File: src/rtl/updown_mod_counter_pkg.sv
// updown_mod_counter_pkg: shared mode constants and modulus helpers for the up/down modulo counter.
package updown_mod_counter_pkg;

    localparam bit MODE_WRAP = 1'b0;
    localparam bit MODE_SAT  = 1'b1;

    function automatic int max_cnt(int modulus);
        return modulus - 1;
    endfunction

    function automatic bit modulus_ok(int width, int modulus);
        return modulus >= 2 && modulus <= 2 ** width;
    endfunction

endpackage

File: src/rtl/updown_mod_counter_range_end_detect.sv
// range_end_detect: combinational terminal-count, next-count and range-end event logic.
module range_end_detect
    import updown_mod_counter_pkg::*;
#(
    parameter int             WIDTH    = 4,
    parameter logic [WIDTH-1:0] MAX_CNT = 4'd9,
    parameter bit             SATURATE = MODE_WRAP
) (
    input  logic [WIDTH-1:0] data_i,
    input  logic             up_i,
    input  logic             ce_i,
    output logic             tc_o,
    output logic             evt_o,
    output logic [WIDTH-1:0] nxt_o
);

    logic at_end;
    logic [WIDTH-1:0] end_val;

    always_comb begin
        at_end  = up_i ? (data_i == MAX_CNT) : (data_i == '0);
        // Saturating mode parks on the current end; wrapping jumps to the opposite end.
        end_val = (SATURATE == MODE_SAT) ? data_i : (up_i ? '0 : MAX_CNT);
        tc_o    = at_end;
        evt_o   = ce_i && at_end;
        nxt_o   = !ce_i ? data_i : at_end ? end_val : up_i ? data_i + 1'b1 : data_i - 1'b1;
    end

endmodule

File: src/rtl/updown_mod_counter.sv
// updown_mod_counter: loadable up/down modulo counter with wrap/saturate mode, wrap pulse and sticky overflow.
module updown_mod_counter
    import updown_mod_counter_pkg::*;
#(
    parameter int WIDTH    = 4,
    parameter int MODULUS  = 10,
    parameter bit SATURATE = MODE_WRAP
) (
    input  logic             CLK,
    input  logic             RST,
    input  logic             CE,
    input  logic             UP,
    input  logic             LOAD,
    input  logic [WIDTH-1:0] DAT_I,
    output logic [WIDTH-1:0] DATA_O,
    output logic             TC_O,
    output logic             WRAP_O,
    output logic             OVF_O
);

    localparam logic [WIDTH-1:0] MAX_CNT = WIDTH'(max_cnt(MODULUS));

    if (!modulus_ok(WIDTH, MODULUS)) begin : g_bad_modulus
        $error("updown_mod_counter: MODULUS must lie in 2..2**WIDTH");
    end

    logic [WIDTH-1:0] data_q, data_d, nxt;
    logic             wrap_q, wrap_d, ovf_q, ovf_d, evt;

    range_end_detect #(
        .WIDTH    (WIDTH),
        .MAX_CNT  (MAX_CNT),
        .SATURATE (SATURATE)
    ) u_red (
        .data_i (data_q),
        .up_i   (UP),
        .ce_i   (CE),
        .tc_o   (TC_O),
        .evt_o  (evt),
        .nxt_o  (nxt)
    );

    always_comb begin
        data_d = LOAD ? ((DAT_I > MAX_CNT) ? MAX_CNT : DAT_I) : nxt;
        wrap_d = !LOAD && evt && (SATURATE == MODE_WRAP);
        ovf_d  = !LOAD && (ovf_q || evt);
    end

    always_ff @(posedge CLK or posedge RST) begin
        if (RST) begin
            data_q <= '0;
            wrap_q <= 1'b0;
            ovf_q  <= 1'b0;
        end else begin
            data_q <= data_d;
            wrap_q <= wrap_d;
            ovf_q  <= ovf_d;
        end
    end

    assign DATA_O = data_q;
    assign WRAP_O = wrap_q;
    assign OVF_O  = ovf_q;

endmodule

File: config.mk
export PLATFORM = sky130hd
export DESIGN_NAME = updown_mod_counter
export DESIGN_NICKNAME = d
export VERILOG_FILES = /design/src/rtl/updown_mod_counter_pkg.sv /design/src/rtl/updown_mod_counter_range_end_detect.sv /design/src/rtl/updown_mod_counter.sv
export SDC_FILE = /design/constraint.sdc
export NUM_CORES = 1
export LEC_CHECK = 0
export CORE_UTILIZATION = 25
export DETAILED_ROUTE_END_ITERATION = 10
export GPL_TIMING_DRIVEN = 0
export HOLD_SLACK_MARGIN = 0.05
export PLACE_DENSITY = 0.53
export SLEW_MARGIN = 20
export SYNTH_ARGS = -nofsm -noshare
export SYNTH_HDL_FRONTEND = slang
export SYNTH_HIERARCHICAL = 1
export SYNTH_SLANG_ARGS = --single-unit
File: constraint.sdc
create_clock -name CLK -period 1.74 [get_ports CLK]
set_input_delay 0.348 -clock CLK [delete_from_list [all_inputs] [get_ports CLK]]
set_output_delay 0.348 -clock CLK [all_outputs]
set_load 0.005 [all_outputs]
==> impl_metrics.tcl, run 1 <==
set metrics [dict create \
    power_density_nw_per_um2 814 \
    critical_path.endpoint "DATA_O[3]$_DFF_PP0_" \
    ys_seq_elements 6 \
    yosysMostFrequentCell "sky130_fd_sc_hd__dfrtp_1" \
    routedWlPerCell_um 11.2 \
    cts.sinks 6 \
    drc 0 \
    r2r.worst_path.cells 6 \
    cts_buf_count 3 \
    initial_utilization_pct 28.1 \
    slew_limit_fails 0 \
    max_cap_violations 0 \
    fillCellCount 165 \
    synth.cells.most_frequent "sky130_fd_sc_hd__dfrtp_1, sky130_fd_sc_hd__inv_1, sky130_fd_sc_hd__nor2_1" \
    setup_violations 0 \
    post-dp-hpwl_um 771 \
    fin_area_um2 758 \
    grt_pass1_vias 407 \
    leakage_nw 0.336 \
    slew_headroom_pct 75.6 \
    async_reset_ff_share_pct 100 \
    port_buffers 15 \
    worst_r2r_startpoint "DATA_O[2]$_DFF_PP0_" \
    die_width_um 44.3 \
    clock_insertion_delay_worst_skew_ps 240 \
    grt_pass1_wl_mm 1.83 \
    netlist_instances 49 \
    cts-root-to-sink-buffers 2 \
    hold-worst-slack_ps 326 \
    ir_worst_vdd_mv 0.332 \
    tcrit_tclk_final_pct 99.3 \
    die_h_um 44.3 \
    timing_worst_setup_path_type "reg -> reg" \
    final-hold-violation-count 0 \
    io_pins 16 \
    critical_path_peak_fanout 4 \
    final_layout_size_suffix_gt1_share_pct 36.0 \
    grt_remaining_overflow 0 \
    routabilityCongestion 0.680 \
    ctsHtreeMaxLevel 1 \
    synth.net_count 61 \
    timing.final.crit_period_ps 1730 \
    drtAntennaViolNets 0 \
    cell_taking_the_most_area_after_synthesis "sky130_fd_sc_hd__dfrtp_1" \
    syn2layout_area_growth_pct 69.3 \
    synthesis.area_per_instance_um2 9.14 \
    tritoncts "done" \
    grt_setup_unrepaired "true" \
    crit_arrival_ps 1850 \
    synth_area_leaders "sky130_fd_sc_hd__dfrtp_1, sky130_fd_sc_hd__ha_1, sky130_fd_sc_hd__fa_1" \
    max_clock_freq_mhz 579 \
    grt_max_degree 10 \
    cts.reportedPaths.clkPinSlew_ps 50 \
    count_of_unique_library_cells_instantiated_by_yosys 26 \
    core_area_um2 1590 \
    synth-edff-count 0 \
    routed_wl_mm 1.11 \
    drt_iter0_markers 5 \
    global_route_total_usage_across_every_layer_pct 13.0 \
    end_kind "flip-flop" \
    detail_route.first_pass.iterations 4 \
    outcome "completed" \
    floorplan.rows 14 \
    via_count 455 \
    antenna_cells 0 \
    finalClockSkew_ps 6.10 \
    placed_area_um2 628 \
    number_of_antenna_violations_at_the_first_check_in_global_routing 0 \
    critPathLaunch "DATA_O[2]$_DFF_PP0_" \
    critPathRequiredTime_ps 1860 \
    synth-seq-area-share_pct 33.5 \
    viasPerCell 4.60 \
    worst_slew_pin_slew_ps 357 \
    worstSetupStartpointType "flip-flop" \
    netlist.area_leader.share_pct 33.5 \
    synthFlopType "sky130_fd_sc_hd__dfrtp_1" \
    synthesis.yosys.warnings 6 \
    root_buffer "sky130_fd_sc_hd__clkbuf_4" \
    hold_path.class "in -> async" \
    reg2reg_to "DATA_O[3]$_DFF_PP0_" \
    fin_nets 89 \
    post_synth_instance_area_um2 448 \
    die_area_um2 1970 \
    reg2reg_setup_slack_ps 10 \
]
sequential cells by signal, indices dropped and copies added, names as in the netlist:
signal / count
DATA_O: 4
OVF_O: 1
WRAP_O: 1
stage by stage:
| stage | setup WS (ps) | TNS [ps] | power, W | std cells | utilization (%) |
|---|---|---|---|---|---|
| 2_1_floorplan | 28.3 | 0 | 0.000309 | 49 | - |
| 3_3_place_gp | -766 | -2130 | 0.000401 | 88 | 39.4 |
| 3_5_place_dp | -793 | -2210 | 0.000403 | 88 | 39.4 |
| 4_1_cts | 1.65 | 0 | 0.000560 | 94 | 42.9 |
| 5_1_grt | -23.1 | -23.1 | 0.000666 | 99 | 47.6 |
| 6_report | 11.6 | 0 | 0.000617 | 99 | 47.6 |
worst min-delay path by stage:
stage	end	slack, ps	cells past startpoint
after floorplan	DATA_O[0]$_DFF_PP0_	140	1
after global placement	OVF_O$_DFF_PP0_	480	2
after detailed placement	OVF_O$_DFF_PP0_	500	2
after CTS	DATA_O[1]$_DFF_PP0_	320	2
after global routing	DATA_O[0]$_DFF_PP0_	370	2
final	DATA_O[0]$_DFF_PP0_	330	2
worst max-delay path: stages (launching register included):
cell,delay (ps)
sky130_fd_sc_hd__dfrtp_2,420
sky130_fd_sc_hd__ha_4,290
sky130_fd_sc_hd__a21oi_4,60
sky130_fd_sc_hd__and4b_2,230
sky130_fd_sc_hd__a221oi_2,200
sky130_fd_sc_hd__nand3_1,130
sky130_fd_sc_hd__mux2_4,280
metal layers:
metal	share of wire, %	vias up	track usage (%)
met4	0	0	5.45
met3	2.4	0	2.45
met2	49	8	19.1
met5	0	-	0
li1	-	231	-
met1	49	216	18.4
where the power goes:
part	switching [W]	internal, W
logic	0.000124	0.000186
clock network	0.0000484	0.0000779
registers	0.0000195	0.000161
total	0.000192	0.000425
timing repair:
action,4_1_cts,5_1_grt
hold endpoints to repair,0,0
resized for setup,13,6
pin swaps,3,3
endpoints found under the setup margin,4,2
hold buffers,0,0
buffers inserted,3,5
layout make-up:
cell class	count	area [um2]	share of cell area, %
sequential	6	154	20.3
inverter	5	18.8	2.48
timing repair buffer	23	213	28.1
buffer	1	11.3	1.49
clock buffer	3	22.5	2.97
multi-input combinational	37	309	40.8
tap	24	30.0	3.96
cells in the final DEF, fill, tap and decap left out, types with 2 or more instances in the layout:
master / n
sky130_fd_sc_hd__clkdlybuf4s50_1: 13
sky130_fd_sc_hd__buf_4: 7
sky130_fd_sc_hd__inv_1: 4
sky130_fd_sc_hd__nor2_1: 4
sky130_fd_sc_hd__nand2_1: 4
sky130_fd_sc_hd__dfrtp_2: 3
sky130_fd_sc_hd__dfrtp_1: 3
sky130_fd_sc_hd__clkbuf_4: 3
sky130_fd_sc_hd__nand3_1: 3
sky130_fd_sc_hd__a22o_1: 2
sky130_fd_sc_hd__a31oi_1: 2
sky130_fd_sc_hd__buf_2: 2
sky130_fd_sc_hd__xor2_1: 2
sky130_fd_sc_hd__o2bb2ai_1: 2
cell families (layout without fill, tap and decap cells):
logic type,Yosys count,count (layout),share of synthesized area (%)
xor+xnor,2,2,3.91
mux,1,1,2.51
simple gates,19,19,22.3
fa+ha+maj,3,3,10.1
buf+inv,6,32,6.70
flops,6,6,33.5
compound gates,12,12,20.9
Note: power is estimated with default switching activity, not from simulation.
==> inputs of run 2 (changes only) <==
- CELL_PAD_IN_SITES_DETAIL_PLACEMENT: default -> 0
- CELL_PAD_IN_SITES_GLOBAL_PLACEMENT: default -> 2
- CORE_UTILIZATION: 25 -> 21
- MAX_ROUTING_LAYER: default -> met4
- PLACE_DENSITY: 0.53 -> 0.7
==> run 2 against run 1 <==
Wire length fell by 2.8%. Critical path type unchanged. Core utilization is 11 points lower. Critical endpoint unchanged. Via count decreased by 2.4%. Register-to-register slack about the same. Largest cell class unchanged. Clock skew shrank 2.5 ps.
==> impl_metrics.tcl, run 2 (synthesis gave the netlist of run 1 again) <==
set metrics [dict create \
    fin_nets 87 \
    critical_path_peak_fanout 4 \
    critPathRequiredTime_ps 1860 \
    syn2layout_area_growth_pct 61.7 \
    die_width_um 48.2 \
    grt_max_degree 10 \
    setup_violations 0 \
    final_layout_size_suffix_gt1_share_pct 34.2 \
    cts-root-to-sink-buffers 2 \
    cpMaxStageDelayCell "sky130_fd_sc_hd__dfrtp_2" \
    cts_hold_buf 0 \
    grt_pass1_vias 384 \
    root_buffer "sky130_fd_sc_hd__clkbuf_4" \
    port_buffers 15 \
    grt_remaining_overflow 0 \
    setup_total_negative_slack_ps 0 \
    leakage_nw 0.315 \
    cts.reportedPaths.clkPinSlew_ps 40 \
    grt_pass1_wl_mm 1.58 \
    initial_utilization_pct 22.6 \
    timing_worst_setup_path_type "reg -> reg" \
    viasPerCell 4.44 \
    drt_iter0_markers 7 \
    worst_slew_pin_slew_ps 363 \
    routabilityCongestion 0.718 \
    via_count 444 \
    core_area_um2 1980 \
    drc 0 \
    detail_route.first_pass.iterations 3 \
    finalClockSkew_ps 3.57 \
    cts_buf_count 3 \
    clock_insertion_delay_worst_skew_ps 240 \
    grt_setup_unrepaired "true" \
    worstSetupStartpointType "flip-flop" \
    hold-worst-slack_ps 318 \
    timing.critical_path.cells "ha_4 > a21oi_2 > and4b_2 > a221oi_2 > nand3_1 > mux2_2" \
    max_clock_freq_mhz 581 \
    number_of_antenna_violations_at_the_first_check_in_global_routing 0 \
    end_kind "flip-flop" \
    floorplan.rows 16 \
    timing.final.crit_period_ps 1720 \
    outcome "completed" \
    max_cap_violations 0 \
    fin_area_um2 724 \
    tcrit_tclk_final_pct 98.9 \
    layout_common_cells "sky130_fd_sc_hd__clkdlybuf4s50_1, sky130_fd_sc_hd__buf_4, sky130_fd_sc_hd__inv_1, sky130_fd_sc_hd__nor2_1, sky130_fd_sc_hd__nand2_1" \
    ctsHtreeMaxLevel 1 \
    routed_wl_mm 1.08 \
    post-dp-hpwl_um 779 \
    final-hold-violation-count 0 \
    tritoncts "done" \
    drtAntennaViolNets 0 \
    io_pins 16 \
    placed_area_um2 632 \
    hold_path.class "in -> async" \
    die_area_um2 2320 \
    slowest_delay_ps 420 \
    antenna_cells 0 \
    power_density_nw_per_um2 810 \
    largest_register_ffs 4 \
    global_route_total_usage_across_every_layer_pct 10.7 \
    ir_worst_vdd_mv 0.298 \
    die_h_um 48.2 \
    slew_headroom_pct 75.6 \
    slew_limit_fails 0 \
    crit_arrival_ps 1840 \
    cts.sinks 6 \
    routedWlPerCell_um 10.8 \
    mostFrequentLayoutCell "sky130_fd_sc_hd__clkdlybuf4s50_1" \
]
[run 2: cell types whose count changed in the layout (fill, tap and decap cells not counted), sizes merged]
cell  change
buf       -2
[run 2: per-stage QoR]
stage | total power, W | cells | util [%] | worst slack (ps)
global placement | 0.000406 | 91 | 31.9 | -801
floorplan | 0.000309 | 49 | - | 28.3
finish | 0.000587 | 100 | 36.6 | 18.7
detailed placement | 0.000405 | 91 | 31.9 | -781
global route | 0.000634 | 100 | 36.6 | -30.6
CTS | 0.000563 | 97 | 34.6 | 21.8
[run 2: power breakdown]
part           leakage (nW)  switching [W]  internal, W
clock network        0.0138      0.0000457    0.0000777
logic                 0.229       0.000119     0.000162
registers            0.0724      0.0000208     0.000161
total                 0.315       0.000185     0.000401
[run 2: layer usage]
metal	GRT usage (%)	vias up	routed length, um
li1	-	227	-
met1	13.2	205	512
met2	14.9	10	515
met3	2.22	2	33
met4	8.33	0	13
met5	-	-	0
[run 2: final timing paths]
path | start | endpoint | slack, ps | cells past startpoint
max in group asynchronous | RST | DATA_O[2]$_DFF_PP0_ | 1220 | 2
min in group CLK | OVF_O$_DFF_PP0_ | OVF_O$_DFF_PP0_ | 480 | 2
worst max register to register | DATA_O[2]$_DFF_PP0_ | DATA_O[3]$_DFF_PP0_ | 20 | 6
worst min-delay path | RST | OVF_O$_DFF_PP0_ | 320 | 2
worst max-delay path | DATA_O[2]$_DFF_PP0_ | DATA_O[3]$_DFF_PP0_ | 20 | 6
worst min register to register | OVF_O$_DFF_PP0_ | OVF_O$_DFF_PP0_ | 480 | 2
[run 2: worst max-delay path: cells and delay by family, from the launching register on]
kind	cells	cell delay (ps)
fa+ha+maj	1	290
flops	1	420
compound gates	2	260
mux	1	280
simple gates	2	360
[run 2: cell type report]
class | count | area, um2
fillers | 200 | 1260
repair buffers | 21 | 185
clock buffers | 3 | 22.5
multi-input cells | 37 | 299
inverters | 5 | 18.8
plain buffers | 1 | 11.3
flip-flops and latches | 6 | 154
well taps | 27 | 33.8
[run 2: what timing repair did]
item                                    4_1_cts  5_1_grt
endpoints found under the hold margin         0        0
pin swaps                                     3        2
buffers inserted                              3        3
endpoints found under the setup margin        4        2
resized for setup                            13        5
==> inputs of run 3 (changes only) <==
- CORE_MARGIN: default -> 2
- PLACE_DENSITY: 0.7 -> 0.71
- SYNTH_HIERARCHICAL: 1 -> default
==> run 3 against run 2 <==
Core utilization shrank 1.8 points. Critical endpoint is now TC_O. Combinational power is 17% lower. Die area up 1.2%. Largest cell class unchanged. Largest power group unchanged.
==> impl_metrics.tcl, run 3 <==
set metrics [dict create \
    root_buffer "sky130_fd_sc_hd__clkbuf_4" \
    antenna_cells 0 \
    netlist_instances 43 \
    final-hold-violation-count 0 \
    die_h_um 48.5 \
    timing_worst_setup_path_type "reg -> out" \
    synthesis.area_per_instance_um2 9.66 \
    cpMaxStageDelayCell "sky130_fd_sc_hd__dfrtp_2" \
    initial_utilization_pct 21.6 \
    max_clock_freq_mhz 596 \
    grt_pass1_wl_mm 1.82 \
    outcome "completed" \
    synth-seq-area-share_pct 36.1 \
    clock_insertion_delay_worst_skew_ps 250 \
    post-dp-hpwl_um 729 \
    timing.critical_path.cells "and3_4 > o21ai_4 > inv_2 > dlygate4sd2_1" \
    leakage_nw 0.282 \
    synthFlopType "sky130_fd_sc_hd__dfrtp_1" \
    port_buffers 14 \
    routed_wl_mm 1.01 \
    grt_setup_unrepaired "false" \
    end_kind "primary output" \
    share_seq_of_total_power_pct 34.1 \
    layout_common_cells "sky130_fd_sc_hd__clkdlybuf4s50_1, sky130_fd_sc_hd__dfrtp_1, sky130_fd_sc_hd__a21oi_1, sky130_fd_sc_hd__buf_4, sky130_fd_sc_hd__clkbuf_4" \
    slowest_delay_ps 440 \
    netlist.area_leader.share_pct 36.1 \
    routabilityCongestion 0.662 \
    synth.net_count 55 \
    crit_arrival_ps 1330 \
    tritoncts "done" \
    ys_seq_elements 6 \
    critical_path_peak_fanout 4 \
    synth-edff-count 0 \
    drc 0 \
    power_density_nw_per_um2 824 \
    power_switching_share_pct 31.9 \
    detail_route.first_pass.iterations 2 \
    worstSetupStartpointType "flip-flop" \
    clockPowerShare_pct 23.7 \
    final_layout_size_suffix_gt1_share_pct 25.0 \
    critPathRequiredTime_ps 1390 \
    cts-root-to-sink-buffers 2 \
    drtAntennaViolNets 0 \
    max_cap_violations 0 \
    cell_taking_the_most_area_after_synthesis "sky130_fd_sc_hd__dfrtp_1" \
    internal-power_w 0.000375 \
    setup_slack_ps 62.0 \
    floorplan.rows 16 \
    highest_layer "met3" \
    total_power_w 0.000550 \
    cts.sinks 6 \
    hold_path.class "in -> async" \
    p_comb_share_pct 42.1 \
    wire_length_on_met3_um 20 \
    cts_buf_count 3 \
    viasPerCell 4.25 \
    synth_area_leaders "sky130_fd_sc_hd__dfrtp_1, sky130_fd_sc_hd__ha_1, sky130_fd_sc_hd__a21oi_1" \
    final_core_util_pct 34.8 \
    async_reset_ff_share_pct 100 \
    die_width_um 48.5 \
    syn2layout_area_growth_pct 60.8 \
    met2_length_um 542 \
    cts.reportedPaths.clkPinSlew_ps 50 \
    core_area_um2 1920 \
    ctsHtreeMaxLevel 1 \
    fillCellCount 210 \
    die_area_um2 2350 \
    finalClockSkew_ps 6.44 \
    tcrit_tclk_final_pct 96.4 \
    ir_worst_vdd_mv 0.231 \
    mostFrequentLayoutCell "sky130_fd_sc_hd__clkdlybuf4s50_1" \
    yosysMostFrequentCell "sky130_fd_sc_hd__dfrtp_1" \
    grt_pass1_vias 414 \
    synthesis.yosys.warnings 0 \
    reg2reg_setup_slack_ps 140 \
    worst_r2r_startpoint "DATA_O[0]$_DFFE_PP0P_" \
    worst_slew_pin_slew_ps 410 \
    count_of_unique_library_cells_instantiated_by_yosys 24 \
    fin_area_um2 668 \
    post_synth_instance_area_um2 415 \
    slew_limit_fails 0 \
    io_pins 16 \
    setup_violations 0 \
    via_count 387 \
    slew_headroom_pct 72.7 \
    routedWlPerCell_um 11.1 \
    fin_nets 78 \
    grt_remaining_overflow 0 \
    global_route_total_usage_across_every_layer_pct 10.7 \
    cts_hold_buf 0 \
    synth.cells.most_frequent "sky130_fd_sc_hd__dfrtp_1, sky130_fd_sc_hd__a21oi_1, sky130_fd_sc_hd__nor2_1" \
    timing.final.crit_period_ps 1680 \
    place_worst_setup_slack_ps -409 \
    grt_max_degree 11 \
    drt_iter0_markers 1 \
    r2r.worst_path.cells 5 \
    placed_area_um2 589 \
    largest_register_ffs 4 \
    wirelength_met1_um 445 \
    reg2reg_to "DATA_O[2]$_DFFE_PP0P_" \
    number_of_antenna_violations_at_the_first_check_in_global_routing 0 \
    total_switching_power_w 0.000176 \
]
==> run 3: cell families after synthesis <==
group	after synthesis	share of synthesized area, %
muxes	1	2.41
and+or+nand+nor	10	14.5
buffers and inverters	5	4.52
xor gates and xnor gates	4	8.44
AOI/OAI and AO/OA	14	23.2
DFF	6	36.1
adders and majority gates	3	10.8
==> run 3: final cells by class <==
class	instances	area [um2]	share of cell area, %
well taps	27	33.8	5.06
clock buffers	3	22.5	3.37
flip-flops and latches	6	153	22.8
inverters	3	11.3	1.69
multi-input cells	32	273	40.8
repair buffers	18	168	25.1
plain buffers	2	7.51	1.12
==> run 3: worst max path at each step <==
stage	from	to	slack, ps	cells past startpoint
after floorplan	DATA_O[0]$_DFFE_PP0P_	DATA_O[2]$_DFFE_PP0P_	310	4
after global placement	UP	TC_O	-410	5
after detailed placement	UP	TC_O	-410	5
after CTS	DATA_O[3]$_DFFE_PP0P_	TC_O	50	4
after global routing	UP	DATA_O[2]$_DFFE_PP0P_	9	6
final	DATA_O[3]$_DFFE_PP0P_	TC_O	60	4
==> run 3: metal layers <==
layer	up-vias	track usage [%]
li1	197	-
met1	184	11.9
met2	6	16.0
met3	0	1.85
met4	0	11.0
met5	-	-
==> run 3: power by group through the flow <==
stage / registers, W / clock network, W / logic, W
final: 0.000188 / 0.000131 / 0.000232
after CTS: 0.000187 / 0.000130 / 0.000227
after global placement: 0.000190 / 0 / 0.000180
after detailed placement: 0.000188 / 0 / 0.000181
after floorplan: 0.000185 / 0 / 0.000101
after global routing: 0.000192 / 0.000143 / 0.000260
==> run 3: metrics by stage <==
step / TNS, ps / hold WS (ps) / cells
2_1_floorplan: 0 / 139 / 43
3_3_place_gp: -1280 / 487 / 84
3_5_place_dp: -1290 / 498 / 84
4_1_cts: 0 / 319 / 91
5_1_grt: 0 / 339 / 91
6_report: 0 / 317 / 91
==> run 3: worst max-delay path, delay by kind of cell (launching register included) <==
family,cells,cell delay [ps]
AO/OA/AOI/OAI,1,140
buffers and inverters,2,330
flip-flops,1,440
AND/OR/NAND/NOR,1,190
==> run 3: repair_timing <==
item / in CTS / in global routing
pin swaps: 2 / 1
resized for setup: 8 / 1
setup endpoints to repair: 3 / 2
setup buffers: 4 / 0
